--- config.mk ---
export PLATFORM = sky130hd
export DESIGN_NAME = input_controller
export DESIGN_NICKNAME = d
export VERILOG_FILES = /design/src/rtl/input_controller.sv
export SDC_FILE = /design/constraint.sdc
export NUM_CORES = 1
export LEC_CHECK = 0
export BUFFER_PORTS_ARGS = -buffer_cell sky130_fd_sc_hd__buf_2
export CAP_MARGIN = 40
export CORE_MARGIN = 8
export CORE_UTILIZATION = 45
export DETAILED_ROUTE_END_ITERATION = 8
export HOLD_SLACK_MARGIN = 0.1
export PLACE_DENSITY_LB_ADDON = 0.25
export SLEW_MARGIN = 20
export SYNTH_ARGS = -nofsm -noshare
export SYNTH_HDL_FRONTEND = slang
export SYNTH_SLANG_ARGS = --single-unit
--- constraint.sdc ---
create_clock -name clk -period 2.6 [get_ports clk]
set_input_delay 0.13 -clock clk [delete_from_list [all_inputs] [get_ports clk]]
set_output_delay 0.13 -clock clk [all_outputs]
set_load 0.01 [all_outputs]
--- src/rtl/input_controller.sv ---
// Button front end: synchronise, debounce and decode seven active-low keys into
// gameplay hold levels, press pulses and a rate-limited attack pulse.
module input_controller #(
   parameter int unsigned DEBOUNCE_CYCLES = 250000,
   parameter int unsigned ATTACK_COOLDOWN = 12500000
) (
   input  logic       clk,
   input  logic       rst_n,
   input  logic [6:0] i_key_n,
   input  logic       i_is_gaming,
   output logic       right,
   output logic       left,
   output logic       jump,
   output logic       squat,
   output logic       attack,
   output logic       defend,
   output logic       select,
   output logic       o_cooldown
);

   localparam int          NK      = 7;
   localparam int unsigned CW      = (DEBOUNCE_CYCLES > 1) ? $clog2(DEBOUNCE_CYCLES) : 1;
   localparam int unsigned AW      = $clog2(ATTACK_COOLDOWN + 1);
   localparam logic [CW-1:0] DB_LAST = CW'(DEBOUNCE_CYCLES - 1);
   localparam logic [AW-1:0] CD_LOAD = AW'(ATTACK_COOLDOWN);

   localparam int K_RIGHT  = 0;
   localparam int K_LEFT   = 1;
   localparam int K_JUMP   = 2;
   localparam int K_SQUAT  = 3;
   localparam int K_ATTACK = 4;
   localparam int K_DEFEND = 5;
   localparam int K_SELECT = 6;

   typedef enum logic {A_READY, A_COOL} a_state_t;

   logic [NK-1:0] sync1, sync2, s;
   logic [NK-1:0] db, db_d, armed;
   logic [CW-1:0] db_cnt [NK];
   logic [1:0]    fill;
   logic [NK-1:0] rise_c;

   a_state_t      state, state_next;
   logic [AW-1:0] cool_cnt, cool_next;
   logic          attack_fire_c, cool_active_c;

   // Two-flop synchroniser; reset value is "released"
   always_ff @(posedge clk or negedge rst_n) begin
      if (!rst_n) begin
         sync1 <= '1;
         sync2 <= '1;
      end else begin
         sync1 <= i_key_n;
         sync2 <= sync1;
      end
   end

   assign s = ~sync2;

   // Per-key debounce: toggle after DEBOUNCE_CYCLES consecutive mismatches
   always_ff @(posedge clk or negedge rst_n) begin
      if (!rst_n) begin
         db <= '0;
         for (int k = 0; k < NK; k++) db_cnt[k] <= '0;
      end else begin
         for (int k = 0; k < NK; k++) begin
            if (s[k] == db[k]) begin
               db_cnt[k] <= '0;
            end else if (db_cnt[k] == DB_LAST) begin
               db[k]     <= ~db[k];
               db_cnt[k] <= '0;
            end else begin
               db_cnt[k] <= db_cnt[k] + CW'(1);
            end
         end
      end
   end

   // A key may only pulse once it has been seen released after the
   // synchroniser has filled, so keys held through reset stay silent.
   always_ff @(posedge clk or negedge rst_n) begin
      if (!rst_n) begin
         fill  <= '0;
         armed <= '0;
         db_d  <= '0;
      end else begin
         if (fill != 2'd2) fill <= fill + 2'd1;
         armed <= armed | ({NK{fill == 2'd2}} & ~s);
         db_d  <= db;
      end
   end

   assign rise_c = db & ~db_d & armed;

   // Attack FSM: state register
   always_ff @(posedge clk or negedge rst_n) begin
      if (!rst_n) begin
         state    <= A_READY;
         cool_cnt <= '0;
      end else begin
         state    <= state_next;
         cool_cnt <= cool_next;
      end
   end

   // Attack FSM: next state
   always_comb begin
      state_next = state;
      cool_next  = cool_cnt;
      if (!i_is_gaming) begin
         state_next = A_READY;
         cool_next  = '0;
      end else begin
         case (state)
            A_READY: begin
               if (rise_c[K_ATTACK]) begin
                  state_next = A_COOL;
                  cool_next  = CD_LOAD;
               end
            end
            A_COOL: begin
               if (cool_cnt <= AW'(1)) begin
                  state_next = A_READY;
                  cool_next  = '0;
               end else begin
                  cool_next = cool_cnt - AW'(1);
               end
            end
            default: begin
               state_next = A_READY;
               cool_next  = '0;
            end
         endcase
      end
   end

   // Attack FSM: outputs
   always_comb begin
      attack_fire_c = 1'b0;
      cool_active_c = 1'b0;
      if (i_is_gaming) begin
         attack_fire_c = (state == A_READY) && rise_c[K_ATTACK];
         cool_active_c = (state == A_COOL);
      end
   end

   // Output registers
   always_ff @(posedge clk or negedge rst_n) begin
      if (!rst_n) begin
         right      <= 1'b0;
         left       <= 1'b0;
         jump       <= 1'b0;
         squat      <= 1'b0;
         attack     <= 1'b0;
         defend     <= 1'b0;
         select     <= 1'b0;
         o_cooldown <= 1'b0;
      end else begin
         right      <= db[K_RIGHT] & ~db[K_LEFT] & i_is_gaming;
         left       <= db[K_LEFT] & ~db[K_RIGHT] & i_is_gaming;
         squat      <= db[K_SQUAT] & i_is_gaming;
         defend     <= db[K_DEFEND] & i_is_gaming;
         jump       <= rise_c[K_JUMP] & ~db[K_SQUAT] & i_is_gaming;
         select     <= rise_c[K_SELECT];
         attack     <= attack_fire_c;
         o_cooldown <= cool_active_c;
      end
   end

endmodule

==> results of run 1 <==
==> sequential cells by signal, summed over array words and instances (netlist names) <==
signal      flops
squat           1
sync1           7
fill            2
right           1
o_cooldown      1
sync2           7
db              7
armed           3
defend          1
attack          1
cool_cnt       24
db_d            3
jump            1
db_cnt        126
state           1
select          1
left            1
==> worst max path at each step <==
stage | from | to | slack, ps
after floorplan | cool_cnt[18]$_DFFE_PN0P_ | cool_cnt[16]$_DFFE_PN0P_ | 350
after global placement | cool_cnt[18]$_DFFE_PN0P_ | cool_cnt[11]$_DFFE_PN0P_ | 180
after detailed placement | cool_cnt[18]$_DFFE_PN0P_ | cool_cnt[11]$_DFFE_PN0P_ | 190
after CTS | cool_cnt[18]$_DFFE_PN0P_ | cool_cnt[11]$_DFFE_PN0P_ | 170
after global routing | cool_cnt[18]$_DFFE_PN0P_ | cool_cnt[3]$_DFFE_PN0P_ | 80
final | cool_cnt[18]$_DFFE_PN0P_ | cool_cnt[11]$_DFFE_PN0P_ | 170
==> cells by family after synthesis <==
| kind of cell | count (synthesis) | synth area share (%) |
|---|---|---|
| compound gates | 57 | 4.73 |
| xor+xnor | 122 | 12.2 |
| fa+ha+maj | 10 | 1.43 |
| buf+inv | 54 | 2.45 |
| flops | 188 | 54.1 |
| mux | 7 | 0.803 |
| simple gates | 431 | 24.2 |
==> per-stage QoR <==
step	area (µm²)	utilization, %	std cells	setup slack, ps	hold slack [ps]
2_1_floorplan	8720	-	869	345	-166
3_3_place_gp	9170	47.6	1140	178	159
3_5_place_dp	9170	47.6	1140	188	155
4_1_cts	9900	51.4	1180	171	120
5_1_grt	9900	51.4	1180	79.2	135
6_report	9900	51.4	1180	166	130
==> repair_timing <==
| item | CTS | global route |
|---|---|---|
| gates resized for setup | 0 | 0 |
| endpoints found under the hold margin | 67 | 0 |
| hold buffers | 8 | 0 |
==> cells in the final DEF, fill, tap and decap left out, types with 4 or more instances in the layout <==
| cell | instances |
|---|---|
| or3_1 | 5 |
| clkbuf_16 | 17 |
| nor3_1 | 22 |
| and4_1 | 9 |
| nand2_1 | 50 |
| nor4b_1 | 8 |
| xnor2_1 | 57 |
| inv_1 | 31 |
| and3_1 | 15 |
| o21a_1 | 6 |
| dfstp_2 | 14 |
| buf_2 | 16 |
| and2_1 | 5 |
| nand2b_1 | 6 |
| bufinv_16 | 5 |
| o31ai_1 | 4 |
| a21o_1 | 8 |
| xor2_1 | 65 |
| nand4_1 | 32 |
| ha_1 | 10 |
| o21ai_0 | 15 |
| buf_4 | 10 |
| mux2i_1 | 7 |
| or2_2 | 5 |
| dlygate4sd3_1 | 8 |
| nor2_1 | 177 |
| nand3_1 | 64 |
| nor4_1 | 16 |
| dfrtp_1 | 174 |
==> cell type report <==
class                      instances  area, µm²  share of cell area [%]
tap                              265        332                    3.35
clock inverter                    13        211                    2.14
timing repair buffer              37        289                    2.92
sequential                       188       4720                    47.7
multi-input combinational        627       3790                    38.3
inverter                          31        116                    1.18
clock buffer                      19        443                    4.47
==> where the power goes <==
group	total [mW]	switching (mW)	internal, mW
sequential	3.00	0.0341	2.97
combinational	0.182	0.123	0.0592
clock	2.86	1.11	1.75
==> synth_stat cells, drive strengths merged, types with 17 or more instances <==
cell and count:
nand3 64, dfrtp 174, nand2 50, xor2 65
nor3 22, nor2 177, clkbuf 19, o21ai 18
nor4 17, inv 31, nand4 32, xnor2 57
==> layer usage <==
metal | GRT usage, % | share of wire, % | vias up | wire length [µm]
met5 | 0 | 0 | - | 0
li1 | - | - | 3026 | -
met2 | 22.9 | 46 | 61 | 7240
met1 | 18.2 | 50 | 2876 | 7750
met4 | 3.84 | 0.94 | 0 | 147
met3 | 3.69 | 3.2 | 14 | 498
==> critical path: stages (launching register included) <==
cell and delay, ps:
dfrtp_1 410, or4_4 590, or4_4 600, nor3_1 360, o21ba_1 200, o21a_1 160
==> results by group, run 1 <==
Outcome
  • Status: finished clean

Global routing
  • First-pass GRT wire length: 27900 µm
  • Initial antenna violation count: 0
  • Largest net degree at the start of global routing: 64
  • GRT Util Overall: 14.1%
  • Number of global-route vias before repair: slightly below 6000
  • Total gr overflow: 0

Logic synthesis
  • Syn Inst Count: 869
  • Synth unique cells: 52
  • Avg Cell Area, Syn: 10.0 µm²
  • Post-synth ARST share: 100%
  • Synthesized cell area: 0.00872 mm²
  • Top-area cell type share of the netlist area: 49.9%
  • Top_reg_cell synth: dfrtp_1
  • Leading area contributor after synthesis: dfrtp_1
  • Ys Warns: 0
  • Post-synth EDFFs: 0
  • Synth top area cells: dfrtp_1 (50%), nor2_1 (7.6%), xor2_1 (6.5%)
  • Yosys reg bits: approximately 190
  • Synthesized netlist net count: just under 900
  • Register area share after synthesis: between 50% and 60%

Place
  • HPWL after DPL: around 10000 µm
  • PortBufs: 17
  • GPL Wtd Cong: 0.810

Drt
  • Via Count: 5977
  • Drt pass-1 iters: 4
  • Antenna-violating nets left: 0
  • Drc violations: 0
  • Initial DRC count: between 300 and 400
  • Via-to-Cell Ratio: 5.07
  • DR WL/cell: approximately 13 µm
  • DRT Wirelength: 15600 µm

Clock network
  • TritonCTS clock tree: yes
  • Root Driver: clkbuf_16
  • Total CTS buffers: 17
  • Postcts setup bufs: 0
  • Longest Clk Path Bufs: 2
  • CTS sink count: 188
  • Number of H-tree levels: 4
  • Clk slew on worst S/H paths: 60 ps
  • Clk Latency, worst-skew pair: 420 ps

Min path
  • Min-delay src: i_is_gaming
  • Sink of the worst hold path: cool_cnt[15]$_DFFE_PN0P_
  • HP Class: input port to flip-flop
  • Hold path depth: 2

Worst setup path
  • CP arrival: 2750 ps
  • Crit path capture type: flip-flop
  • Critical path required time: 2910 ps
  • R2R cell count: 5
  • Max FO, Critical Path: 6
  • Worst r2r src: cool_cnt[18]$_DFFE_PN0P_
  • CP startpoint kind: flip-flop
  • Reg2reg setup slack: ~170 ps
  • R2r endpoint: cool_cnt[11]$_DFFE_PN0P_
  • CP Class: flip-flop to flip-flop

Timing
  • Slew headroom: 56.9%
  • Final setup viols: 0
  • Min Tclk post-route: around 2400 ps
  • Fin crit share: 93.6%
  • Actual slew at the worst max-slew pin: about 640 ps
  • Max Transition Viols Final: 0
  • Final Hold Fails: 0
  • Setup TNS: 0 ps
  • Fmax: 411 MHz
  • RSZ-0062 raised after global routing: false
  • Skew final: 6.17 ps

Layout
  • Layout area overhead: 13.5%
  • Layout cells sized above 1: 9.51%
  • # nets final: 922
  • Number of fill cells in the layout: 1777
  • Diode count: 0

Floorplan
  • Die height: 155 µm
  • Ports: 18
  • Initial Util: 45.3%
  • Core Area: 0.0193 mm²
  • Die W: 155 µm
  • Die outline area: 0.0241 mm²
  • Core Rows: 51

Flow run
  • Number of max-cap violations: 0

Pwr
  • Max VDD drop: 0.503 mV
  • Pwr dens: 610 mW/mm²
  • Tot Pwr: 6.04 mW
  • Leak: approximately 4.4 nW
No activity file was read; power rests on OpenSTA's default activity.
==> run 2: changes to the inputs <==
==> constraint.sdc (replaced) <==
create_clock -name clk -period 2.6 [get_ports clk]
set_input_delay 0.26 -clock clk [delete_from_list [all_inputs] [get_ports clk]]
set_output_delay 0.26 -clock clk [all_outputs]
set_load 0.01 [all_outputs]
==> results by group, run 2 (synthesis results as in run 1) <==
Min path
  • HP Class: input port to flip-flop
  • Min-delay src: i_is_gaming
  • Sink of the worst hold path: cool_cnt[12]$_DFFE_PN0P_
  • Hold path depth: 2

Layout
  • Max FFs per register: 126
  • Largest registers: db_cnt x126, cool_cnt x24
  • # nets final: around 900
  • Most frequent cells in the layout: nor2_1 (177), dfrtp_1 (174), xor2_1 (65)
  • Layout cells sized above 1: 9.81%
  • Multi-input gate area: around 0.0038 mm²
  • Diode count: 0
  • Layout area overhead: 13.1%
  • Most common cell after layout, fill and taps aside: nor2_1
  • Number of fill cells in the layout: 1761
  • Register bank with the most flops: db_cnt
  • Sequential cell area: 0.00472 mm²

Clock network
  • Longest Clk Path Bufs: 2
  • Clk slew on worst S/H paths: 70 ps
  • TritonCTS clock tree: yes
  • Root Driver: clkbuf_16
  • Clk Latency, worst-skew pair: between 400 and 500 ps
  • CTS sink count: about 190
  • Total CTS buffers: 17
  • Number of H-tree levels: 4

Global routing
  • Number of global-route vias before repair: about 6100
  • Largest net degree at the start of global routing: 71
  • GRT Util Overall: 14.4%
  • Total gr overflow: 0
  • Initial antenna violation count: 0
  • First-pass GRT wire length: approximately 29000 µm

Timing
  • Fin crit share: 95.4%
  • Final Hold Fails: 0
  • Fmax: a little over 400 MHz
  • Max Transition Viols Final: 0
  • Final setup viols: 0
  • Min Tclk post-route: 2480 ps
  • Skew final: 14.5 ps
  • Actual slew at the worst max-slew pin: 694 ps
  • Slew headroom: 53.1%
  • Setup TNS: 0 ps
  • RSZ-0062 raised after global routing: false

Drt
  • Via-to-Cell Ratio: between 5 and 6
  • Via Count: 6022
  • DRT Wirelength: 15700 µm
  • Drc violations: 0
  • DR WL/cell: 13.3 µm
  • Drt pass-1 iters: 4
  • Antenna-violating nets left: 0
  • Initial DRC count: between 300 and 400

Worst setup path
  • Max FO, Critical Path: 6
  • R2R cell count: 5
  • CP startpoint kind: flip-flop
  • R2r endpoint: cool_cnt[11]$_DFFE_PN0P_
  • Reg2reg setup slack: 120 ps
  • Worst r2r src: cool_cnt[18]$_DFFE_PN0P_
  • Crit path capture type: flip-flop
  • CP Class: flip-flop to flip-flop
  • Critical path required time: 2930 ps
  • CP arrival: 2810 ps

Floorplan
  • Core Area: 0.0193 mm²
  • Initial Util: between 40 and 50%
  • Die height: approximately 160 µm
  • Core Rows: roughly 50
  • Die W: 155 µm
  • Ports: 18
  • Die outline area: about 0.024 mm²

Pwr
  • Pwr dens: 593 mW/mm²
  • Tot Pwr: 5.85 mW
  • Clock network power share: 45.5%
  • Psw: roughly 1.4 mW
  • Sw Share: 23.3%
  • Cell internal pwr: 4.49 mW
  • Max VDD drop: 0.402 mV
  • Reg power frac: about 51%
  • Power share of the combinational group: roughly 3.2%
  • Leak: 4.38 nW

Place
  • HPWL after DPL: 10600 µm
  • GPL Wtd Cong: approximately 0.8
  • PortBufs: 17

Flow run
  • Number of max-cap violations: 0

Outcome
  • Status: finished clean
-- run 2: changes by cell type in the layout (fill, tap and decap cells not counted), sizes merged --
| cell | delta |
|---|---|
| buf | +2 |
| inv | +4 |
| bufinv | -3 |
| clkbuf | -2 |
| clkinv | +1 |
-- run 2: layout make-up --
cell class	instances	area share, %
Inverter	31	1.18
Sequential cell	188	47.9
Clock buffer	17	4.31
Tap cell	265	3.36
Timing Repair Buffer	39	3.08
Clock inverter	15	1.81
Multi-Input combinational cell	627	38.4
-- run 2: repair_timing --
item	CTS	global route
gates resized for setup	0	0
hold endpoints to repair	62	0
hold buffers	8	0
setup buffers	0	0
-- run 2: worst max path at each step --
stage                        startpoint                        to  slack (ps)  cells past startpoint
2_1_floorplan  cool_cnt[18]$_DFFE_PN0P_  cool_cnt[16]$_DFFE_PN0P_         350                      6
6_report       cool_cnt[18]$_DFFE_PN0P_  cool_cnt[11]$_DFFE_PN0P_         120                      5
3_3_place_gp   cool_cnt[18]$_DFFE_PN0P_  cool_cnt[11]$_DFFE_PN0P_         170                      5
3_5_place_dp   cool_cnt[18]$_DFFE_PN0P_  cool_cnt[11]$_DFFE_PN0P_         120                      5
5_1_grt        cool_cnt[18]$_DFFE_PN0P_  cool_cnt[11]$_DFFE_PN0P_          40                      5
4_1_cts        cool_cnt[18]$_DFFE_PN0P_  cool_cnt[11]$_DFFE_PN0P_         110                      5
-- run 2: power groups by stage --
stage | Combinational, mW | Sequential, mW | Clock [mW]
after detailed placement | 0.186 | 3.06 | 0
after global placement | 0.184 | 3.06 | 0
after floorplan | 0.0841 | 3.05 | 0
after CTS | 0.196 | 3.00 | 2.75
final | 0.187 | 3.00 | 2.66
after global routing | 0.222 | 3.01 | 2.86
-- run 2: routing by layer --
layer | up-vias | track usage, % | part of all wire (%)
met5 | - | 0 | 0
met3 | 20 | 3.63 | 2.7
met1 | 2917 | 19.7 | 51
met4 | 0 | 4.48 | 1.3
met2 | 58 | 22.0 | 45
li1 | 3027 | - | -
-- run 2: through the flow --
step / util [%] / setup WS, ps / instance area, µm² / std cells / hold slack (ps)
floorplan: - / 345 / 8720 / 869 / -35.6
global placement: 47.6 / 168 / 9180 / 1142 / 303
detailed placement: 47.6 / 121 / 9180 / 1142 / 304
CTS: 51.2 / 108 / 9870 / 1182 / 117
global route: 51.2 / 36.9 / 9870 / 1182 / 136
finish: 51.2 / 119 / 9870 / 1182 / 140
-- run 2: critical path, cell delays in order, from the launching register on --
cell     delay [ps]
dfrtp_1         420
or4_4           590
or4_4           600
nor3_1          400
o21ba_1         210
o21a_1          160
